**src/rtl/scoreboard_stall_unit_if.sv**
```systemverilog
// ---------------------------------------------------------------------------
// scoreboard_stall_unit_if
// Bundles the ID-stage signals that the scoreboard tracker listens to and the
// hazard indications it returns.
//   master : ID-stage side. Drives the instruction fields and flush.
//            Receives stall, busy_rs1, busy_rs2 and pending_count.
//   slave  : scoreboard side. The directions are the reverse of master.
// ---------------------------------------------------------------------------
interface scoreboard_stall_unit_if #(
  parameter int REG_W = 5,
  parameter int LAT_W = 3
) ();
  logic             id_valid;
  logic [REG_W-1:0] id_rs1;
  logic [REG_W-1:0] id_rs2;
  logic             id_use_rs1;
  logic             id_use_rs2;
  logic [REG_W-1:0] id_rd;
  logic             id_regwrite;
  logic [LAT_W-1:0] id_latency;
  logic             flush;
  logic             stall;
  logic             busy_rs1;
  logic             busy_rs2;
  logic [REG_W:0]   pending_count;

  modport master (
    output id_valid, id_rs1, id_rs2, id_use_rs1, id_use_rs2,
           id_rd, id_regwrite, id_latency, flush,
    input  stall, busy_rs1, busy_rs2, pending_count
  );

  modport slave (
    input  id_valid, id_rs1, id_rs2, id_use_rs1, id_use_rs2,
           id_rd, id_regwrite, id_latency, flush,
    output stall, busy_rs1, busy_rs2, pending_count
  );
endinterface

```
**src/rtl/scoreboard_stall_unit.sv**
```systemverilog
// ---------------------------------------------------------------------------
// scoreboard_stall_unit
// Producer-side hazard tracker for the ID stage. Each architectural register
// has a down-counter holding the number of cycles left before its in-flight
// result becomes forwardable. The instruction in ID is stalled while any
// register it reads or writes is still counting down. Once a counter reaches
// zero, the bypass network covers the dependency.
// Ports:
//   clk   : rising-edge clock
//   rst_n : asynchronous active-low reset
//   sb    : slave side of scoreboard_stall_unit_if, which carries:
//           - ID instruction fields: id_valid, id_rs1/2, id_use_rs1/2,
//             id_rd, id_regwrite and id_latency
//           - flush
//           - outputs: stall, busy_rs1/2 and pending_count (registered)
// ---------------------------------------------------------------------------
module scoreboard_stall_unit #(
  parameter int NUM_REGS = 32,
  parameter int REG_W    = 5,
  parameter int LAT_W    = 3
) (
  input  logic                   clk,
  input  logic                   rst_n,
  scoreboard_stall_unit_if.slave sb
);

  localparam logic [REG_W-1:0] IDX_ZERO = {REG_W{1'b0}};
  localparam logic [LAT_W-1:0] CNT_ZERO = {LAT_W{1'b0}};
  localparam logic [LAT_W-1:0] CNT_ONE  = {{(LAT_W-1){1'b0}}, 1'b1};
  localparam logic [REG_W:0]   POP_ZERO = {(REG_W+1){1'b0}};
  localparam logic [REG_W:0]   POP_ONE  = {{REG_W{1'b0}}, 1'b1};

  typedef logic [LAT_W-1:0] cnt_arr_t [NUM_REGS];

  cnt_arr_t         cnt_q;
  cnt_arr_t         cnt_d;
  logic [REG_W:0]   pending_count_q;
  logic [REG_W:0]   pending_count_d;

  logic             busy_rs1_s;
  logic             busy_rs2_s;
  logic             waw_s;
  logic             stall_s;
  logic             issue_s;

  // Number of registers whose countdown is still nonzero.
  function automatic logic [REG_W:0] count_pending(input cnt_arr_t c);
    logic [REG_W:0] n;
    n = POP_ZERO;
    for (int r = 0; r < NUM_REGS; r++) begin
      if (c[r] != CNT_ZERO) begin
        n = n + POP_ONE;
      end else begin
        n = n;
      end
    end
    return n;
  endfunction

  // Hazard detection and issue qualification. The counter for x0 is always
  // zero, so x0 can never appear busy. The explicit index test makes that
  // guarantee independent of the counter state.
  always_comb begin
    busy_rs1_s = sb.id_use_rs1 && (sb.id_rs1 != IDX_ZERO) &&
                 (cnt_q[sb.id_rs1] != CNT_ZERO);
    busy_rs2_s = sb.id_use_rs2 && (sb.id_rs2 != IDX_ZERO) &&
                 (cnt_q[sb.id_rs2] != CNT_ZERO);
    // A younger write must not overtake an older long-latency write to the
    // same register.
    waw_s      = sb.id_regwrite && (sb.id_rd != IDX_ZERO) &&
                 (cnt_q[sb.id_rd] != CNT_ZERO);
    stall_s    = sb.id_valid && !sb.flush && (busy_rs1_s || busy_rs2_s || waw_s);
    // Latency 0 means a single-cycle ALU result that relies only on bypass.
    issue_s    = sb.id_valid && !stall_s && !sb.flush && sb.id_regwrite &&
                 (sb.id_rd != IDX_ZERO) && (sb.id_latency != CNT_ZERO);
  end

  // Next value of each counter, in priority order: flush, issue, decrement.
  // Issue never targets a nonzero counter because waw stalls that case.
  always_comb begin
    for (int r = 0; r < NUM_REGS; r++) begin
      cnt_d[r] = cnt_q[r];
      if (r == 0) begin
        cnt_d[r] = CNT_ZERO;
      end else if (sb.flush) begin
        cnt_d[r] = CNT_ZERO;
      end else if (issue_s && (sb.id_rd == REG_W'(r))) begin
        cnt_d[r] = sb.id_latency;
      end else if (cnt_q[r] != CNT_ZERO) begin
        cnt_d[r] = cnt_q[r] - CNT_ONE;
      end else begin
        cnt_d[r] = cnt_q[r];
      end
    end
  end

  // pending_count is computed from the next counter state, so that once
  // registered it matches the counters in the same cycle.
  always_comb begin
    pending_count_d = count_pending(cnt_d);
  end

  // Counter and pending-count registers. Reset clears them asynchronously.
  always_ff @(posedge clk or negedge rst_n) begin
    if (!rst_n) begin
      for (int r = 0; r < NUM_REGS; r++) begin
        cnt_q[r] <= CNT_ZERO;
      end
      pending_count_q <= POP_ZERO;
    end else begin
      for (int r = 0; r < NUM_REGS; r++) begin
        cnt_q[r] <= cnt_d[r];
      end
      pending_count_q <= pending_count_d;
    end
  end

  assign sb.stall         = stall_s;
  assign sb.busy_rs1      = busy_rs1_s;
  assign sb.busy_rs2      = busy_rs2_s;
  assign sb.pending_count = pending_count_q;

endmodule

```
**src/flat_wrapper.sv**
```systemverilog
// flat-port wrapper written by rule: the top's interface ports become plain ports
module scoreboard_stall_unit_flat 
#(
  parameter int NUM_REGS = 32,
  parameter int REG_W    = 5,
  parameter int LAT_W    = 3
)
  (clk, rst_n, sb_id_valid, sb_id_rs1, sb_id_rs2, sb_id_use_rs1, sb_id_use_rs2, sb_id_rd, sb_id_regwrite, sb_id_latency, sb_flush, sb_stall, sb_busy_rs1, sb_busy_rs2, sb_pending_count);
  scoreboard_stall_unit_if #(.REG_W(REG_W), .LAT_W(LAT_W)) sb_i ();
  input  logic clk;
  input  logic rst_n;
  input wire logic [$bits(sb_i.id_valid)-1:0] sb_id_valid;
  input wire logic [$bits(sb_i.id_rs1)-1:0] sb_id_rs1;
  input wire logic [$bits(sb_i.id_rs2)-1:0] sb_id_rs2;
  input wire logic [$bits(sb_i.id_use_rs1)-1:0] sb_id_use_rs1;
  input wire logic [$bits(sb_i.id_use_rs2)-1:0] sb_id_use_rs2;
  input wire logic [$bits(sb_i.id_rd)-1:0] sb_id_rd;
  input wire logic [$bits(sb_i.id_regwrite)-1:0] sb_id_regwrite;
  input wire logic [$bits(sb_i.id_latency)-1:0] sb_id_latency;
  input wire logic [$bits(sb_i.flush)-1:0] sb_flush;
  output wire logic [$bits(sb_i.stall)-1:0] sb_stall;
  output wire logic [$bits(sb_i.busy_rs1)-1:0] sb_busy_rs1;
  output wire logic [$bits(sb_i.busy_rs2)-1:0] sb_busy_rs2;
  output wire logic [$bits(sb_i.pending_count)-1:0] sb_pending_count;
  assign sb_i.id_valid = sb_id_valid;
  assign sb_i.id_rs1 = sb_id_rs1;
  assign sb_i.id_rs2 = sb_id_rs2;
  assign sb_i.id_use_rs1 = sb_id_use_rs1;
  assign sb_i.id_use_rs2 = sb_id_use_rs2;
  assign sb_i.id_rd = sb_id_rd;
  assign sb_i.id_regwrite = sb_id_regwrite;
  assign sb_i.id_latency = sb_id_latency;
  assign sb_i.flush = sb_flush;
  assign sb_stall = sb_i.stall;
  assign sb_busy_rs1 = sb_i.busy_rs1;
  assign sb_busy_rs2 = sb_i.busy_rs2;
  assign sb_pending_count = sb_i.pending_count;
  scoreboard_stall_unit #(.NUM_REGS(NUM_REGS), .REG_W(REG_W), .LAT_W(LAT_W)) u_core (.clk(clk), .rst_n(rst_n), .sb(sb_i));
endmodule
```
**config.mk**
```make
export PLATFORM = sky130hd
export DESIGN_NAME = scoreboard_stall_unit_flat
export DESIGN_NICKNAME = d
export VERILOG_FILES = /design/src/rtl/scoreboard_stall_unit_if.sv /design/src/rtl/scoreboard_stall_unit.sv /design/src/flat_wrapper.sv
export SDC_FILE = /design/constraint.sdc
export NUM_CORES = 1
export LEC_CHECK = 0
export BUFFER_PORTS_ARGS = -buffer_cell sky130_fd_sc_hd__buf_2
export CAP_MARGIN = 20
export CORE_UTILIZATION = 45
export CTS_CLUSTER_SIZE = 25
export DETAILED_ROUTE_END_ITERATION = 8
export PLACE_DENSITY = 0.63
export SYNTH_ARGS = -nofsm -noshare
export SYNTH_HDL_FRONTEND = slang
export SYNTH_SLANG_ARGS = --single-unit
export TNS_END_PERCENT = 10
```
**constraint.sdc**
```tcl
create_clock -name clk -period 52.9 [get_ports clk]
set_input_delay 7.935 -clock clk [delete_from_list [all_inputs] [get_ports clk]]
set_output_delay 7.935 -clock clk [all_outputs]
set_load 0.05 [all_outputs]
```
==> impl_metrics.csv <==
group,metric,value,unit
global_routing,groute.layer.met3.usage,2.16,%
clock_network,number_of_resized_instances_in_the_post_cts_repair_step,0,
die,die_width,168,microns
die,initial_utilization,46.0,%
global_routing,track_usage,24.2,%
yosys,synth.largest_area_cell,"dfrtp_1",
global_routing,grt_util_met2,38.5,%
run_status,outcome,"completed",
finish,share_of_post_route_cells_with_drive_strength_above_1,9.09,%
place,post-place-cells,1931,
route,antenna_left,0,
finish,nNetsFinal,1719,
sta,slew_violations,0,
sta,hold_viol,0,
yosys,synth_area,0.0124,sq mm
yosys,postSynthRegisterBits,99,
yosys,synth.most_common_cell,"nor2_1",
place,final_weighted_congestion_in_routability_driven_placement,0.923,
sta,period_share,56.4,%
sta,rsz0062_at_grt,"no",
sta,clock_skew,0.0124,ns
die,fp-row-count,60,
worst_setup_path,critPathKind,"input port to flop",
finish,seqCellArea,0.00248,sq mm
yosys,synth_async_sr_flop_share,100,%
worst_setup_path,critical-path-slowest-cell,"nor4_2",
worst_setup_path,reg2reg_to,"u_core.sb.pending_count[5]$_DFF_PN0_",
global_routing,maximum_number_of_pins_on_one_net_before_global_route_repair,71,
die,core-area,0.0270,sq mm
clock_network,cts.hold.buffers_added,0,
finish,nFillCells,2669,
yosys,synthTopCellsByArea,"dfrtp_1, ha_1, nor2_1, xnor2_1, mux2i_1",
worst_setup_path,largest_fanout_of_any_net_on_the_critical_path,21,
clock_network,tritoncts_num_sinks,99,
route,num_vias,11458,
clock_network,clk_slew_on_worst_s_h_paths,0.08,ns
place,port_buffers,33,
yosys,yosysWarningCount,0,
clock_network,postCtsSetupRepairBufs,0,
yosys,synth_common_cells,"nor2_1, a21oi_1, nand2_1",
hold_path,worst_hold_path.endpoint,"u_core.cnt_q[84]$_DFF_PN0_",
finish,post-route-util,48.7,%
clock_network,skew_pair_late_insertion_delay,0.38,ns
sta,setup_viol,0,
worst_setup_path,timing.critical_path.slowest_cell_delay,0.64,ns
global_routing,grt_overflow_total,0,
clock_network,cts_htree_levels,3,
route,drt_iter0_drc,965,
yosys,synth_enable_flop_cells,0,
die,num_io_pins,34,
place,placement.cell_area,0.0128,sq mm
worst_setup_path,r2r.worst_path.cells,107,
route,drtPass1Iterations,6,
die,die_height,168,microns
yosys,yosys_most_used_dff,"dfrtp_1",
finish,antenna-diode-count,0,
hold_path,min_delay_worst_type,"flop to flop",
global_routing,grt_pass1_vias,10670,
yosys,synth.net_count,1720,
route,vias_per_cell,5.88,
hold_path,worst_hold_path.num_cells,3,
sta,setup_tns,0,ns
yosys,syn-mean-instance-area,7.75,sq um
sta,max_clock_freq,33.5,MHz
global_routing,wire_length_of_the_first_global_routing_pass,55.0,mm
finish,areaGrowthSynthToFinish,5.80,%
worst_setup_path,timing.rr.start,"u_core.cnt_q[30]$_DFF_PN0_",
yosys,synth_cells,1603,
global_routing,grt_antenna_before_repair,0,
job,max_cap_viol_count,0,
global_routing,globalRouteMet1Util,34.4,%
worst_setup_path,critical_path_required,53.16,ns
worst_setup_path,cp.arrival,30.09,ns
worst_setup_path,worst_setup_path_end_kind,"flop",
die,design.die.area,0.0283,sq mm
global_routing,grt_busiest_layer,"met2",
worst_setup_path,critical-path-top-cell-by-count,"ha_1",
route,detail_route.drc_violations,0,
finish,finalInstanceArea,0.0132,sq mm
sta,post-route-min-period,29.84,ns
yosys,seq_area_frac_synth,19.9,%
worst_setup_path,reg2reg_setup_slack,30.10,ns
route,finalWirelength,34.1,mm
worst_setup_path,timing.critical_path.from_type,"input port",
clock_network,cts_tree,"done",
sta,max_slew_margin,30.0,%
sta,worst_pin_slew,1.04,ns
finish,multi_input_area,0.00931,sq mm
yosys,netlist-cell-type-count,103,
route,route.detailed.wl_per_inst,17.5,microns
clock_network,clock_tree.buffer_depth,2,
clock_network,cts_root_buf,"clkbuf_16",
yosys,synth_largest_type_area_fraction,19.9,%
finish,finish.cell_count_without_fillers,1948,
clock_network,cts_made_buffers,9,
place,post_dp_hpwl,25.6,mm
hold_path,hold_path.startpoint,"u_core.cnt_q[84]$_DFF_PN0_",
-- cell type report --
class	count	area share [%]
clock buffers	9	1.71
repair buffers	44	1.90
well taps	341	3.24
multi-input cells	1344	70.8
inverters	104	2.97
flip-flops and latches	99	18.8
clock inverters	7	0.542
-- stage by stage --
stage	hold slack (ns)	setup slack, ns
2_1_floorplan	0.563	25.48
3_3_place_gp	0.613	23.38
3_5_place_dp	0.602	22.52
4_1_cts	0.616	22.90
5_1_grt	0.682	21.29
6_report	0.621	23.06
-- placed cells by master (no fill, tap or decap), types with 12 or more instances in the layout --
cell        n
nor2_1    258
a21oi_1   129
nand2_1   127
inv_1     102
dfrtp_1    99
xnor2_1    97
ha_1       92
nor3_1     84
mux2i_1    73
o21ai_0    63
nor2b_1    38
nand3_1    32
buf_2      31
nand2b_1   24
nor4_1     23
a31oi_1    20
xor2_1     20
a211oi_1   18
nand4_1    16
o22ai_1    13
xnor2_2    13
or3_1      12
buf_4      12
-- sequential cells by signal, summed over array words and instances (netlist names) --
register                 flops
u_core.cnt_q                93
u_core.sb.pending_count      6
-- logic make-up after synthesis --
logic type,synth area share (%)
adders and majority gates,9.26
xor gates and xnor gates,13.6
DFF,19.9
AOI/OAI and AO/OA,17.0
and+or+nand+nor,26.2
buffers and inverters,5.17
muxes,8.80
-- worst max-delay path by stage --
stage / startpoint / to / slack, ns / depth (start not counted)
floorplan: sb_id_rs1[0] / u_core.sb.pending_count[5]$_DFF_PN0_ / 25.48 / 110
global placement: sb_id_rd[0] / u_core.sb.pending_count[5]$_DFF_PN0_ / 23.38 / 107
detailed placement: sb_id_rd[0] / u_core.sb.pending_count[5]$_DFF_PN0_ / 22.52 / 107
CTS: sb_id_rd[0] / u_core.sb.pending_count[5]$_DFF_PN0_ / 22.90 / 107
global route: sb_id_rs1[0] / u_core.sb.pending_count[5]$_DFF_PN0_ / 21.29 / 107
finish: sb_id_rd[0] / u_core.sb.pending_count[5]$_DFF_PN0_ / 23.06 / 107
-- worst max-delay path, delay by kind of cell --
family / cells / cell delay [ns]
AOI/OAI and AO/OA: 22 / 3.31
buffers and inverters: 8 / 0.94
muxes: 8 / 1.89
xor gates and xnor gates: 3 / 0.57
and+or+nand+nor: 38 / 6.75
adders and majority gates: 28 / 8.68
-- routing by layer --
layer / vias up / part of all wire (%)
met2: 310 / 45
met5: - / 0
li1: 5671 / -
met4: 0 / 2.2
met1: 5428 / 48
met3: 49 / 5.3
Power is not shown: default switching activity piles up to over one toggle a cycle in this logic, so the estimate is an artifact.
